===== src/rtl/histo_frame_scheduler.sv =====
`default_nettype none
// ============================================================================
// Module   : histo_frame_scheduler
// Purpose  : Frame-granular round-robin arbiter sharing one histogram engine
//            between two gray video sources; tags engine bins with src/index.
//            Optional dropped-frame counters: define HISTO_SCHED_DROP_CNT_EN.
// Revision : 1.0  initial release
// ============================================================================
module histo_frame_scheduler #(
  parameter int IMG_HEIGHT = 256,
  parameter int GRAY_LEVEL = 256
) (
  input  logic        clk,
  input  logic        rst,
  input  logic [1:0]  src_en,
  input  logic        s0_vsync,
  input  logic        s0_hsync,
  input  logic        s0_data_vld,
  input  logic [7:0]  s0_data,
  input  logic        s1_vsync,
  input  logic        s1_hsync,
  input  logic        s1_data_vld,
  input  logic [7:0]  s1_data,
  output logic        eng_vsync,
  output logic        eng_hsync,
  output logic        eng_data_vld,
  output logic [7:0]  eng_data,
  input  logic        eng_histo_vld,
  input  logic [31:0] eng_histo_data,
  output logic [1:0]  grant,
  output logic        po_histo_vld,
  output logic [31:0] po_histo_data,
  output logic [7:0]  po_histo_bin,
  output logic        po_histo_src,
  output logic        frame_done,
  output logic        frame_done_src,
  output logic [15:0] drop_cnt0,
  output logic [15:0] drop_cnt1
);

  localparam int ROW_W = $clog2(IMG_HEIGHT + 1);

  typedef enum logic [1:0] {ST_IDLE = 2'd0, ST_STREAM = 2'd1, ST_DRAIN = 2'd2} state_t;

  state_t           r_state;
  state_t           w_state_nxt;
  logic             r_vs0_d, r_vs1_d, r_vld0_d, r_vld1_d;
  logic             r_owner, r_rr;
  logic [ROW_W-1:0] r_rows;
  logic [8:0]       r_bin;
  logic             w_rise0, w_rise1, w_req0, w_req1, w_pick1, w_new_grant;
  logic             w_owner, w_active, w_row_end, w_last_row, w_drain_done, w_take;
  logic [1:0]       w_grant;

  assign w_rise0 = s0_vsync & ~r_vs0_d;
  assign w_rise1 = s1_vsync & ~r_vs1_d;

  // Grants are blocked during the frame_done cycle so a fresh rise is required.
  assign w_req0      = w_rise0 & src_en[0] & (r_state == ST_IDLE) & ~frame_done;
  assign w_req1      = w_rise1 & src_en[1] & (r_state == ST_IDLE) & ~frame_done;
  assign w_pick1     = w_req1 & (~w_req0 | r_rr);
  assign w_new_grant = w_req0 | w_req1;

  assign w_owner      = (r_state == ST_IDLE) ? w_pick1 : r_owner;
  assign w_active     = ((r_state != ST_IDLE) | w_new_grant) & ~rst;
  assign w_grant      = w_active ? (w_owner ? 2'b10 : 2'b01) : 2'b00;
  assign grant        = w_grant;
  assign w_row_end    = w_owner ? (r_vld1_d & ~s1_data_vld) : (r_vld0_d & ~s0_data_vld);
  assign w_last_row   = (r_rows == ROW_W'(IMG_HEIGHT - 1));
  assign w_drain_done = (r_bin == 9'(GRAY_LEVEL));
  assign w_take       = (r_state == ST_DRAIN) & eng_histo_vld & ~w_drain_done;

  always_comb begin
    w_state_nxt = r_state;
    case (r_state)
      ST_IDLE:   if (w_new_grant) w_state_nxt = ST_STREAM;
      ST_STREAM: if (w_row_end && w_last_row) w_state_nxt = ST_DRAIN;
      ST_DRAIN:  if (w_drain_done) w_state_nxt = ST_IDLE;
      default:   w_state_nxt = ST_IDLE;
    endcase
  end

  always_ff @(posedge clk) begin
    if (rst) r_state <= ST_IDLE;
    else     r_state <= w_state_nxt;
  end

  always_ff @(posedge clk) begin
    if (rst) begin
      r_vs0_d        <= 1'b0;
      r_vs1_d        <= 1'b0;
      r_vld0_d       <= 1'b0;
      r_vld1_d       <= 1'b0;
      r_owner        <= 1'b0;
      r_rr           <= 1'b0;
      r_rows         <= '0;
      r_bin          <= '0;
      eng_vsync      <= 1'b0;
      eng_hsync      <= 1'b0;
      eng_data_vld   <= 1'b0;
      eng_data       <= '0;
      po_histo_vld   <= 1'b0;
      po_histo_data  <= '0;
      po_histo_bin   <= '0;
      po_histo_src   <= 1'b0;
      frame_done     <= 1'b0;
      frame_done_src <= 1'b0;
    end else begin
      r_vs0_d  <= s0_vsync;
      r_vs1_d  <= s1_vsync;
      r_vld0_d <= s0_data_vld;
      r_vld1_d <= s1_data_vld;
      if (r_state == ST_IDLE && w_new_grant) r_owner <= w_pick1;
      if (r_state == ST_STREAM && w_row_end)
        r_rows <= w_last_row ? '0 : r_rows + ROW_W'(1);
      if (w_active) begin
        eng_vsync    <= w_owner ? s1_vsync    : s0_vsync;
        eng_hsync    <= w_owner ? s1_hsync    : s0_hsync;
        eng_data_vld <= w_owner ? s1_data_vld : s0_data_vld;
        eng_data     <= w_owner ? s1_data     : s0_data;
      end else begin
        eng_vsync    <= 1'b0;
        eng_hsync    <= 1'b0;
        eng_data_vld <= 1'b0;
        eng_data     <= '0;
      end
      po_histo_vld <= w_take;
      if (w_take) begin
        po_histo_data <= eng_histo_data;
        po_histo_bin  <= r_bin[7:0];
        po_histo_src  <= r_owner;
        r_bin         <= r_bin + 9'd1;
      end
      frame_done <= (r_state == ST_DRAIN) & w_drain_done;
      if (r_state == ST_DRAIN && w_drain_done) begin
        frame_done_src <= r_owner;
        r_rr           <= ~r_owner;
        r_bin          <= '0;
      end
    end
  end

`ifdef HISTO_SCHED_DROP_CNT_EN
  logic [15:0] r_drop0, r_drop1;
  logic        w_drop0, w_drop1;

  // A rise of an enabled source that does not win the engine this cycle is a lost frame.
  assign w_drop0 = w_rise0 & src_en[0] & ~w_grant[0];
  assign w_drop1 = w_rise1 & src_en[1] & ~w_grant[1];

  always_ff @(posedge clk) begin
    if (rst) begin
      r_drop0 <= '0;
      r_drop1 <= '0;
    end else begin
      if (w_drop0 && r_drop0 != 16'hFFFF) r_drop0 <= r_drop0 + 16'd1;
      if (w_drop1 && r_drop1 != 16'hFFFF) r_drop1 <= r_drop1 + 16'd1;
    end
  end

  assign drop_cnt0 = r_drop0;
  assign drop_cnt1 = r_drop1;
`else
  assign drop_cnt0 = 16'd0;
  assign drop_cnt1 = 16'd0;
`endif

endmodule
`default_nettype wire


===== config.mk =====
export PLATFORM = sky130hd
export DESIGN_NAME = histo_frame_scheduler
export DESIGN_NICKNAME = d
export VERILOG_FILES = /design/src/rtl/histo_frame_scheduler.sv
export SDC_FILE = /design/constraint.sdc
export NUM_CORES = 1
export LEC_CHECK = 0
export BUFFER_PORTS_ARGS = -buffer_cell sky130_fd_sc_hd__buf_2
export CELL_PAD_IN_SITES_DETAIL_PLACEMENT = 0
export CELL_PAD_IN_SITES_GLOBAL_PLACEMENT = 1
export CORE_MARGIN = 5
export CORE_UTILIZATION = 30
export CTS_CLUSTER_DIAMETER = 200
export DETAILED_ROUTE_END_ITERATION = 8
export PLACE_DENSITY_LB_ADDON = 0.3
export SKIP_LAST_GASP = 1
export SYNTH_ARGS = -nofsm -noshare
export SYNTH_HDL_FRONTEND = slang
export SYNTH_SLANG_ARGS = --single-unit

===== constraint.sdc =====
create_clock -name clk -period 2.1 [get_ports clk]
set_input_delay 0.105 -clock clk [delete_from_list [all_inputs] [get_ports clk]]
set_output_delay 0.105 -clock clk [all_outputs]
set_load 0.05 [all_outputs]

==> summary.md, run 1 <==
| Metric | Value |
|---|---|
| Largest net degree at the start of global routing | 59 |
| First-pass GRT wire length | 12.7 mm |
| Arrival @ worst endpoint | 1840 ps |
| CTS Buf Count | 9 |
| RSZ-0062 raised after global routing | false |
| Worst rel slew slack | 0.590 |
| Post-Synth XOR/XNOR Area | 0.0231 |
| Final Core Density | 0.394 |
| PD cells | 826 mW/mm2 |
| Main combinational cell family by area after synthesis | simple AND/OR/NAND/NOR gates |
| Worst Skew | 7.16 ps |
| CP endpoint kind | primary output |
| Initial core utilization | 0.303 |
| Antenna cells | 0 |
| Die W | 117 um |
| Seq cells post-synth | 81 |
| Final WS setup | 151 ps |
| Fillers | 1150 |
| Minimum clock period | 1950 ps |
| P_leak | 1.99 nW |
| Max VDD drop | 0.326 mV |
| Routed Antenna Nets | 0 |
| Mapped Cells | 398 |
| Adder-cell share of the synthesized area | 0.0110 |
| I/O Pins | 148 |
| Placer Congestion | 0.808 |
| Row count | 39 |
| Least-Margin Pin Slew | 616 ps |
| Via count | 3005 |
| Max Cap Violations | 0 |
| Min-delay worst type | in -> reg |
| CTS max path bufs | 2 |
| Mux cell area share after synthesis | 0.0381 |
| Max Clk Rate | 513 MHz |
| Dpl cells | 646 |
| Compound-gate portion of the synthesized area | 0.128 |
| Pre-CTS setup slack | 225 ps |
| Nets | 578 |
| Worst skew pair latency | 330 ps |
| Max-slew violations | 0 |
| DRT iter0 DRCs | 163 |
| Total GRT Usage | 0.116 |
| Critical path type | reg -> out |
| Initial antenna violation count | 1 |
| Core area | 0.0113 mm2 |
| Clock root buffer | clkbuf_16 |
| Wirelength per Cell | 12.9 um |
| Startpoint Class | flop |
| Max FO, Critical Path | 6 |
| DR pass1 iterations | 4 |
| Avg Cell Area, Syn | 8.59 um2 |
| Run status | complete, no violations |
| Number of synthesized flops with an enable pin | 0 |
| Final std cells w/o fill | 664 |
| Die Area | 0.0136 mm2 |
| Vias per cell | 4.53 |
| Syn Std Cell Area | 0.00342 mm2 |
| Die Height | 117 um |
| Layout cells sized above 1 | 0.292 |
| Seq/Total Area, Yosys | 0.475 |
| Tcrit/Tclk final | 0.928 |
| Ys async rst share | 0 |
| Post-synth top flop | dfxtp_1 |
| Fin. Hold Viols | 0 |
| Final setup viols | 0 |
| Simple-Gate Fraction of Synth Area | 0.217 |
| GRT overflow | 0 |
| DRC | 0 |
| WL final | 8.55 mm |
| Synth warn | 0 |
| H-tree Lvls | 3 |
| Setup tns final | 0 ps |
| CTS clock-pin slew for the worst setup and hold paths | 60 ps |
| Worst path required time | 2000 ps |
| Synth unique cells | 47 |
| DP HPWL | 6.16 mm |
| Port Buffer Count | 115 |
| CTS tree | done |
| Clock sinks | 81 |
| Number of global-route vias before repair | 2668 |
| Area delta synth->final | 30.0% |
==> stage by stage <==
step	total power [W]	instance area, um2	hold slack (ps)
global route	0.00381	4440	4.13
detailed placement	0.00199	4090	347
floorplan	0.00193	3560	233
CTS	0.00372	4440	2.02
global placement	0.00198	4090	337
finish	0.00367	4440	7.22
==> per-layer routing <==
layer	up-vias	part of all wire	GRT usage	routed length, um
met1	1398	0.44	0.149	3790
met2	86	0.46	0.188	3970
li1	1507	-	-	-
met3	12	0.075	0.0290	640
met4	2	0.017	0.0428	142
met5	-	0.0015	0	13
==> synthesized netlist by cell type, drive strengths merged, types with 2 or more instances <==
| cell | n | area (um2) |
|---|---|---|
| a211oi | 4 | 30.0 |
| a21o | 3 | 22.5 |
| a21oi | 48 | 240 |
| a31oi | 4 | 25.0 |
| and4 | 2 | 17.5 |
| buf | 43 | 310 |
| clkbuf | 11 | 41.3 |
| dfxtp | 81 | 1620 |
| ha | 3 | 37.5 |
| inv | 4 | 15.0 |
| mux2i | 13 | 130 |
| nand2 | 90 | 338 |
| nand2b | 4 | 25.0 |
| nand3 | 8 | 40.0 |
| nand4 | 5 | 31.3 |
| nor2 | 28 | 105 |
| nor2b | 6 | 37.5 |
| nor3 | 2 | 10.0 |
| o21ai | 3 | 15.0 |
| o311a | 2 | 20.0 |
| o31ai | 2 | 28.8 |
| or3 | 3 | 20.0 |
| or4 | 3 | 22.5 |
| xnor2 | 3 | 26.3 |
| xor2 | 6 | 52.6 |
==> power by group <==
part / leakage, nW / switching [W] / internal, W
Clock: 0.163 / 0.000603 / 0.00111
Sequential: 0.656 / 0.0000150 / 0.00156
Combinational: 1.17 / 0.000278 / 0.000100
Total: 1.99 / 0.000895 / 0.00277
==> placed cells by master (no fill, tap or decap), types with 3 or more instances in the layout <==
cell type / Yosys / final
nor2_1: 28 / 28
xor2_1: 6 / 6
a21o_1: 3 / 3
inv_1: 4 / 4
nand2_1: 90 / 90
xnor2_1: 3 / 3
o21ai_0: 3 / 3
a21oi_1: 48 / 48
a211oi_1: 4 / 4
buf_4: 36 / 11
clkbuf_16: 0 / 9
nand4_1: 5 / 5
nor2b_1: 6 / 5
ha_1: 3 / 3
conb_1: 1 / 32
mux2i_1: 13 / 13
buf_2: 5 / 115
a31oi_1: 4 / 3
nand2b_1: 4 / 4
or4_1: 3 / 3
nand3_1: 8 / 8
dfxtp_1: 81 / 80
==> worst max-delay path: stages, from the launching register on <==
cell and delay [ps]:
dfxtp_2 340, and4bb_2 260, a31oi_2 440, nor2b_4 220, buf_2 260
==> final timing paths <==
| kind | start | endpoint | slack, ps | cells after the start |
|---|---|---|---|---|
| setup / recovery | frame_done$_SDFF_PP0_ | grant[0] | 150 | 4 |
| hold / removal | s1_data[3] | eng_data[3]$_SDFF_PP0_ | 7 | 3 |
| setup reg to reg | r_bin[0]$_SDFFE_PP0P_ | frame_done_src$_SDFFE_PP0P_ | 230 | 7 |
| hold reg to reg | po_histo_data[4]$_SDFFE_PP0P_ | po_histo_data[4]$_SDFFE_PP0P_ | 450 | 2 |
==> final cells by class <==
cell class                      instances  area [um2]  share of cell area
Sequential cell                        81        1620               0.365
Multi-Input combinational cell        290        1580               0.355
Timing Repair Buffer                  130         718               0.162
Clock buffer                           12         256              0.0578
Tap cell                              143         179              0.0403
Clock inverter                          4        73.8              0.0166
Inverter                                4        15.0             0.00338
==> repair_timing <==
item,CTS,global route
setup buffers,0,0
endpoints found under the hold margin,2,0
resized for setup,0,0
hold buffers,2,0
setup endpoints to repair,0,0
==> kinds of logic after synthesis <==
family                   count (synthesis)
adder cells (fa/ha/maj)                  3
AO/OA/AOI/OAI                           72
XOR/XNOR                                 9
AND/OR/NAND/NOR                        161
other                                    1
flip-flops                              81
buffers and inverters                   58
multiplexers                            13
==> sequential cells by signal, summed over array words and instances (netlist names), 2 cells and up <==
register	cells
po_histo_bin	8
r_rows	9
r_bin	9
po_histo_data	32
r_state	2
eng_data	8
Power figures use the tool's default switching activity.
==> run 2: changes to the inputs <==
GPL_TIMING_DRIVEN = 0   (was default)
==> run 2 against run 1 <==
Final cell count rose by 6.0%. Critical path type unchanged. Worst setup slack got worse by 77 ps. Die area did not move.
==> summary.md, run 2 (synthesis gave the netlist of run 1 again) <==
| Metric | Value |
|---|---|
| Max FO, Critical Path | 10 (+4) |
| Startpoint Class | flop |
| Critical path type | reg -> out |
| Clock root buffer | clkbuf_16 |
| Area delta synth->final | 39.4% |
| Number of flip-flops in the largest register | 32 (unchanged) |
| Final setup viols | 0 (unchanged) |
| DR pass1 iterations | 4 (unchanged) |
| Worst path required time | 2000 ps (about the same) |
| H-tree Lvls | 3 (unchanged) |
| Max-slew violations | 0 (unchanged) |
| Switch Pwr | 0.000908 W (+1.5%) |
| CP endpoint kind | primary output |
| Largest Register | po_histo_data |
| Worst Skew | 8.18 ps (+1.02 ps) |
| Fillers | 1181 (+2.7%) |
| First-pass GRT wire length | 13.4 mm (+5.9%) |
| P_leak | 2.18 nW (+9.8%) |
| Slowest stage delay, CP | 360 ps (-80 ps) |
| Dpl cells | 686 (+6.2%) |
| DRT iter0 DRCs | 162 (-0.61%) |
| Met2 WL | 4.27 mm (+7.7%) |
| Critical Path, Cell by Cell | and4bb_2 > a31oi_4 > buf_6 > nor2b_4 > buf_2 |
| PD cells | 818 mW/mm2 (-0.91%) |
| Fin area | 0.00476 mm2 (+7.3%) |
| Met3 routed WL | 621 um (-3.0%) |
| CTS Buf Count | 9 (unchanged) |
| WL final | 8.84 mm (+3.4%) |
| I/O Pins | 148 (unchanged) |
| Number of global-route vias before repair | 2869 (+7.5%) |
| Tcrit/Tclk final | 0.965 (+0.0367) |
| DP HPWL | 6.66 mm (+8.1%) |
| Initial antenna violation count | 1 (unchanged) |
| Final std cells w/o fill | 704 (+6.0%) |
| Worst skew pair latency | 330 ps (about the same) |
| Total GRT Usage | 0.123 (+0.00680) |
| Worst R2R Setup Slack | 100 ps (-130 ps) |
| Cell-internal power | 0.00299 W (+7.8%) |
| Least-Margin Pin Slew | 544 ps (-71.2 ps) |
| Row count | 39 (unchanged) |
| Routed Antenna Nets | 0 (unchanged) |
| GRT overflow | 0 (unchanged) |
| Arrival @ worst endpoint | 1920 ps (+80 ps) |
| Core area | 0.0113 mm2 (unchanged) |
| Min-delay worst type | in -> reg |
| Largest registers | po_histo_data (32), r_bin (9), r_rows (9) |
| Commonest non-fill, non-tap cell in the layout | buf_2 |
| Slowest library cell on the worst path | dfxtp_2 |
| Via count | 3052 (+1.6%) |
| Fin. Hold Viols | 0 (unchanged) |
| Initial core utilization | 0.303 (unchanged) |
| Worst rel slew slack | 0.637 (+0.0475) |
| Most frequent cells in the layout | buf_2, nand2_1, dfxtp_1 |
| Port Buffer Count | 114 (-0.87%) |
| Run status | complete, no violations |
| Antenna cells | 0 (unchanged) |
| Footprint of the multi-input gates | 0.00161 mm2 (+1.9%) |
| Clock network power share | 0.482 (+0.015) |
| Max Cap Violations | 0 (unchanged) |
| Pwr Total | 0.00390 W (+6.3%) |
| RSZ-0062 raised after global routing | true |
| Wirelength per Cell | 12.6 um (-2.5%) |
| Placer Congestion | 0.750 (-7.2%) |
| CTS tree | done |
| Max VDD drop | 0.431 mV (+32%) |
| Sw frac | 0.233 (-0.0110) |
| Die W | 117 um (unchanged) |
| Die Area | 0.0136 mm2 (unchanged) |
| Clock sinks | 81 (unchanged) |
| Flop pwr share | 0.405 (-0.025) |
| Largest net degree at the start of global routing | 14 (-76%) |
| Vias per cell | 4.34 (-4.2%) |
| DP Area | 0.00431 mm2 (+5.3%) |
| Storage cell area | 0.00162 mm2 (unchanged) |
| Max Clk Rate | 494 MHz (-3.8%) |
| CTS max path bufs | 2 (unchanged) |
| CTS clock-pin slew for the worst setup and hold paths | 60 ps (about the same) |
| Minimum clock period | 2030 ps (+77.1 ps) |
| Nets | 619 (+7.1%) |
| Layout cells sized above 1 | 0.330 (+0.0380) |
| Combinational share of power | 0.113 (+0.010) |
| DRC | 0 (unchanged) |
| Top layer in use | met5 |
| Die Height | 117 um (unchanged) |
| M1 WL | 3.82 mm (+0.92%) |
-- run 2: cell count changes in the layout (fill, tap and decap cells not counted), moves of 2 or more --
cell	change
bufinv_16	+2
clkbuf_8	-2
buf_6	+4
buf_2	+3
dlygate4sd3_1	+2
buf_4	+25
buf_12	-2
clkbuf_1	+8
-- run 2: worst paths after layout --
path | start | to | cells past startpoint
setup / recovery | frame_done$_SDFF_PP0_ | grant[0] | 5
hold / removal | s1_data[2] | eng_data[2]$_SDFF_PP0_ | 3
setup reg to reg | r_bin[0]$_SDFFE_PP0P_ | po_histo_bin[0]$_SDFFE_PP0P_ | 7
hold reg to reg | po_histo_data[17]$_SDFFE_PP0P_ | po_histo_data[17]$_SDFFE_PP0P_ | 2
-- run 2: layout make-up --
class                   count  area share
plain buffers              51      0.0751
clock buffers              10      0.0481
clock inverters             5      0.0271
inverters                   4     0.00315
multi-input cells         290       0.337
flip-flops and latches     81       0.341
well taps                 143      0.0376
repair buffers            120       0.131
-- run 2: layer usage --
| layer | up-vias | GRT usage |
|---|---|---|
| li1 | 1593 | - |
| met2 | 88 | 0.200 |
| met4 | 2 | 0.0428 |
| met3 | 9 | 0.0342 |
| met1 | 1360 | 0.156 |
| met5 | - | 0 |
-- run 2: power groups by stage --
stage	clock [W]	sequential [W]	combinational, W
after floorplan	0	0.00166	0.000273
after global placement	0	0.00161	0.000417
after detailed placement	0	0.00161	0.000420
after CTS	0.00193	0.00158	0.000430
after global routing	0.00200	0.00158	0.000470
final	0.00188	0.00158	0.000440
-- run 2: critical path, delay by kind of cell, from the launching register on --
family                 cells  cell delay (ps)
AOI/OAI and AO/OA          1              320
buffers and inverters      2              480
DFF                        1              360
and+or+nand+nor            2              430
-- run 2: per-stage QoR --
stage	TNS (ps)	utilization	setup WS [ps]	hold WS, ps
detailed placement	-7060	0.382	-234	344
finish	0	0.423	73.9	8.70
global route	-29.4	0.423	-17.2	3.43
CTS	-188	0.419	-99.6	0.868
floorplan	0	-	108	233
global placement	-6370	0.382	-191	338
-- run 2: repair_timing --
action,in CTS,in global routing
hold buffers,4,0
gates resized for setup,6,7
buffers inserted,0,2
endpoints found under the setup margin,44,12
pin swaps,0,4
hold endpoints to repair,3,0
==> run 3: changes to the inputs <==
CORE_MARGIN = default   (was 5)
clock period = 2.24 ns   (was 2.1 ns; I/O delays follow)
==> run 3 against run 2 <==
Critical path depth did not move. Worst setup slack better by 16 ps. Global-route usage increased by 1.4 points. Combinational power fell by 10%. First-iteration DRC count increased by 12%. Via count about the same. Clock-buffer cell count increased by 2. Register-to-register slack gained 70 ps. Sequential cell count did not move. Core utilization rose by 0.18 points. Largest cell class unchanged. Hold slack improved by 8.5 ps.
==> summary.md, run 3 (synthesis gave the netlist of run 1 again) <==
| Metric | Value |
|---|---|
| R2r startpoint | r_bin[1]$_SDFFE_PP0P_ |
| Area delta synth->final | 36.4% |
| Most frequent cells in the layout | buf_2, nand2_1, dfxtp_1 |
| Row count | 38 (-2.6%) |
| Final std cells w/o fill | 697 (-0.99%) |
| M1 WL | 3.61 mm (-5.5%) |
| Die W | 109 um (-6.9%) |
| Min-delay worst type | in -> reg |
| Top layer in use | met4 |
| Number of global-route vias before repair | 2772 (-3.4%) |
| CTS Buf Count | 9 (unchanged) |
| Critical path type | reg -> out |
| Port Buffer Count | 114 (unchanged) |
| Die Area | 0.0118 mm2 (-13%) |
| CTS tree | done |
| Max Cap Violations | 0 (unchanged) |
| Largest net degree at the start of global routing | 14 (unchanged) |
| CTS max path bufs | 2 (unchanged) |
| Max VDD drop | 0.342 mV (-20%) |
| Fin. Hold Viols | 0 (unchanged) |
| CP endpoint kind | primary output |
| PD cells | 749 mW/mm2 (-8.4%) |
| Clock root buffer | clkbuf_16 |
| Max-slew violations | 0 (unchanged) |
| Arrival @ worst endpoint | 2040 ps (+120 ps) |
| WL final | 7.93 mm (-10%) |
| Combinational share of power | 0.113 (about the same) |
| Clock network power share | 0.463 (-0.019) |
| Pre-CTS setup slack | -114 ps (+121 ps) |
| Wirelength per Cell | 11.4 um (-9.3%) |
| DR pass1 iterations | 5 (+1) |
| Least-Margin Pin Slew | 604 ps (+59.8 ps) |
| Worst rel slew slack | 0.592 (-0.0454) |
| Met3 routed WL | 424 um (-32%) |
| Minimum clock period | 2150 ps |
| Critical Path, Cell by Cell | and4bb_2 > o41ai_4 > clkbuf_2 > nor2_1 > buf_2 |
| Final WS setup | 89.9 ps (+16.0 ps) |
| First-pass GRT wire length | 12.6 mm (-5.9%) |
| CTS clock-pin slew for the worst setup and hold paths | 60 ps (about the same) |
| RSZ-0062 raised after global routing | true |
| Routed Antenna Nets | 0 (unchanged) |
| Initial core utilization | 0.311 (+0.00798) |
| Clock sinks | 81 (unchanged) |
| Min-Delay Startpoint | eng_histo_data[10] |
| H-tree Lvls | 3 (unchanged) |
| Core area | 0.0110 mm2 (-2.6%) |
| Layout cells sized above 1 | 0.327 (-0.00302) |
| Switch Pwr | 0.000834 W (-8.2%) |
| Max FO, Critical Path | 10 (unchanged) |
| GRT overflow | 0 (unchanged) |
| Max Clk Rate | 465 MHz |
| Die Height | 109 um (-6.9%) |
| Nets | 614 (-0.81%) |
| DRT iter0 DRCs | 181 (+12%) |
| Via count | 3053 (+0.033%) |
| Tcrit/Tclk final | 0.960 |
| Worst skew pair latency | 330 ps (about the same) |
| Met2 WL | 3.74 mm (-12%) |
| Slowest stage delay, CP | 460 ps (+100 ps) |
| Setup crit start | frame_done$_SDFF_PP0_ |
| Vias per cell | 4.38 (+1.0%) |
| Slowest library cell on the worst path | o41ai_4 |
| Total GRT Usage | 0.137 (+0.0142) |
| Antenna cells | 0 (unchanged) |
| Run status | complete, no violations |
| Placer Congestion | 0.735 (-2.0%) |
| Worst path required time | 2130 ps (+130 ps) |
| Final setup viols | 0 (unchanged) |
| Final Core Density | 0.424 (+0.00178) |
| Largest Register | po_histo_data |
| I/O Pins | 148 (unchanged) |
| Sw frac | 0.239 (+0.00555) |
| Flop pwr share | 0.424 (+0.019) |
| Worst R2R Setup Slack | 170 ps (+70 ps) |
| DP HPWL | 6.10 mm (-8.4%) |
| Initial antenna violation count | 0 (-1) |
| P_leak | 2.14 nW (-2.0%) |
| Largest registers | po_histo_data (32), r_bin (9), r_rows (9) |
| DRC | 0 (unchanged) |
| Worst Skew | 6.90 ps (-1.27 ps) |
| Number of flip-flops in the largest register | 32 (unchanged) |
| Startpoint Class | flop |
| Cell-internal power | 0.00266 W (-11%) |
| Dpl cells | 683 (-0.44%) |
| Commonest non-fill, non-tap cell in the layout | buf_2 |
==> run 3: path summary, 6_finish.rpt <==
check | end | cells after the start
worst min-delay path | po_histo_data[10]$_SDFFE_PP0P_ | 3
worst max register to register | po_histo_bin[1]$_SDFFE_PP0P_ | 7
worst min register to register | po_histo_data[21]$_SDFFE_PP0P_ | 2
worst max-delay path | grant[1] | 5
==> run 3: critical path: cells and delay by family (launching register included) <==
| kind | cells | cell delay [ps] |
|---|---|---|
| AO/OA/AOI/OAI | 1 | 460 |
| buffers and inverters | 2 | 520 |
| AND/OR/NAND/NOR | 2 | 370 |
| flip-flops | 1 | 360 |
==> run 3: per-stage QoR <==
| step | hold slack [ps] | TNS (ps) | total power, W | instance area, um2 |
|---|---|---|---|---|
| CTS | 4.70 | -60.0 | 0.00355 | 4650 |
| global placement | 343 | -189 | 0.00189 | 4280 |
| finish | 17.2 | 0 | 0.00349 | 4660 |
| floorplan | 240 | -129 | 0.00181 | 3540 |
| detailed placement | 350 | -1550 | 0.00190 | 4280 |
| global route | 8.51 | -22.2 | 0.00364 | 4660 |
==> run 3: layer usage <==
layer | GRT usage | vias to the layer above
li1 | - | 1587
met1 | 0.170 | 1369
met2 | 0.223 | 86
met3 | 0.0299 | 11
met4 | 0.0695 | 0
met5 | 0 | -
==> run 3: what timing repair did <==
action | CTS | global route
buffers inserted | 0 | 0
hold endpoints to repair | 0 | 0
endpoints found under the setup margin | 42 | 43
gates resized for setup | 4 | 5
hold buffers | 0 | 0
==> run 3: layout make-up <==
class | count | area (um2)
flip-flops and latches | 81 | 1620
repair buffers | 114 | 571
well taps | 140 | 175
plain buffers | 52 | 348
inverters | 4 | 15.0
clock buffers | 12 | 267
clock inverters | 4 | 73.8
multi-input cells | 290 | 1590
fillers | 1123 | 6320
==> run 3: power by group through the flow <==
stage	registers (W)	logic, W	clock network (W)
floorplan	0.00155	0.000251	0
global placement	0.00151	0.000384	0
detailed placement	0.00151	0.000387	0
CTS	0.00148	0.000393	0.00167
global route	0.00148	0.000422	0.00173
finish	0.00148	0.000395	0.00162
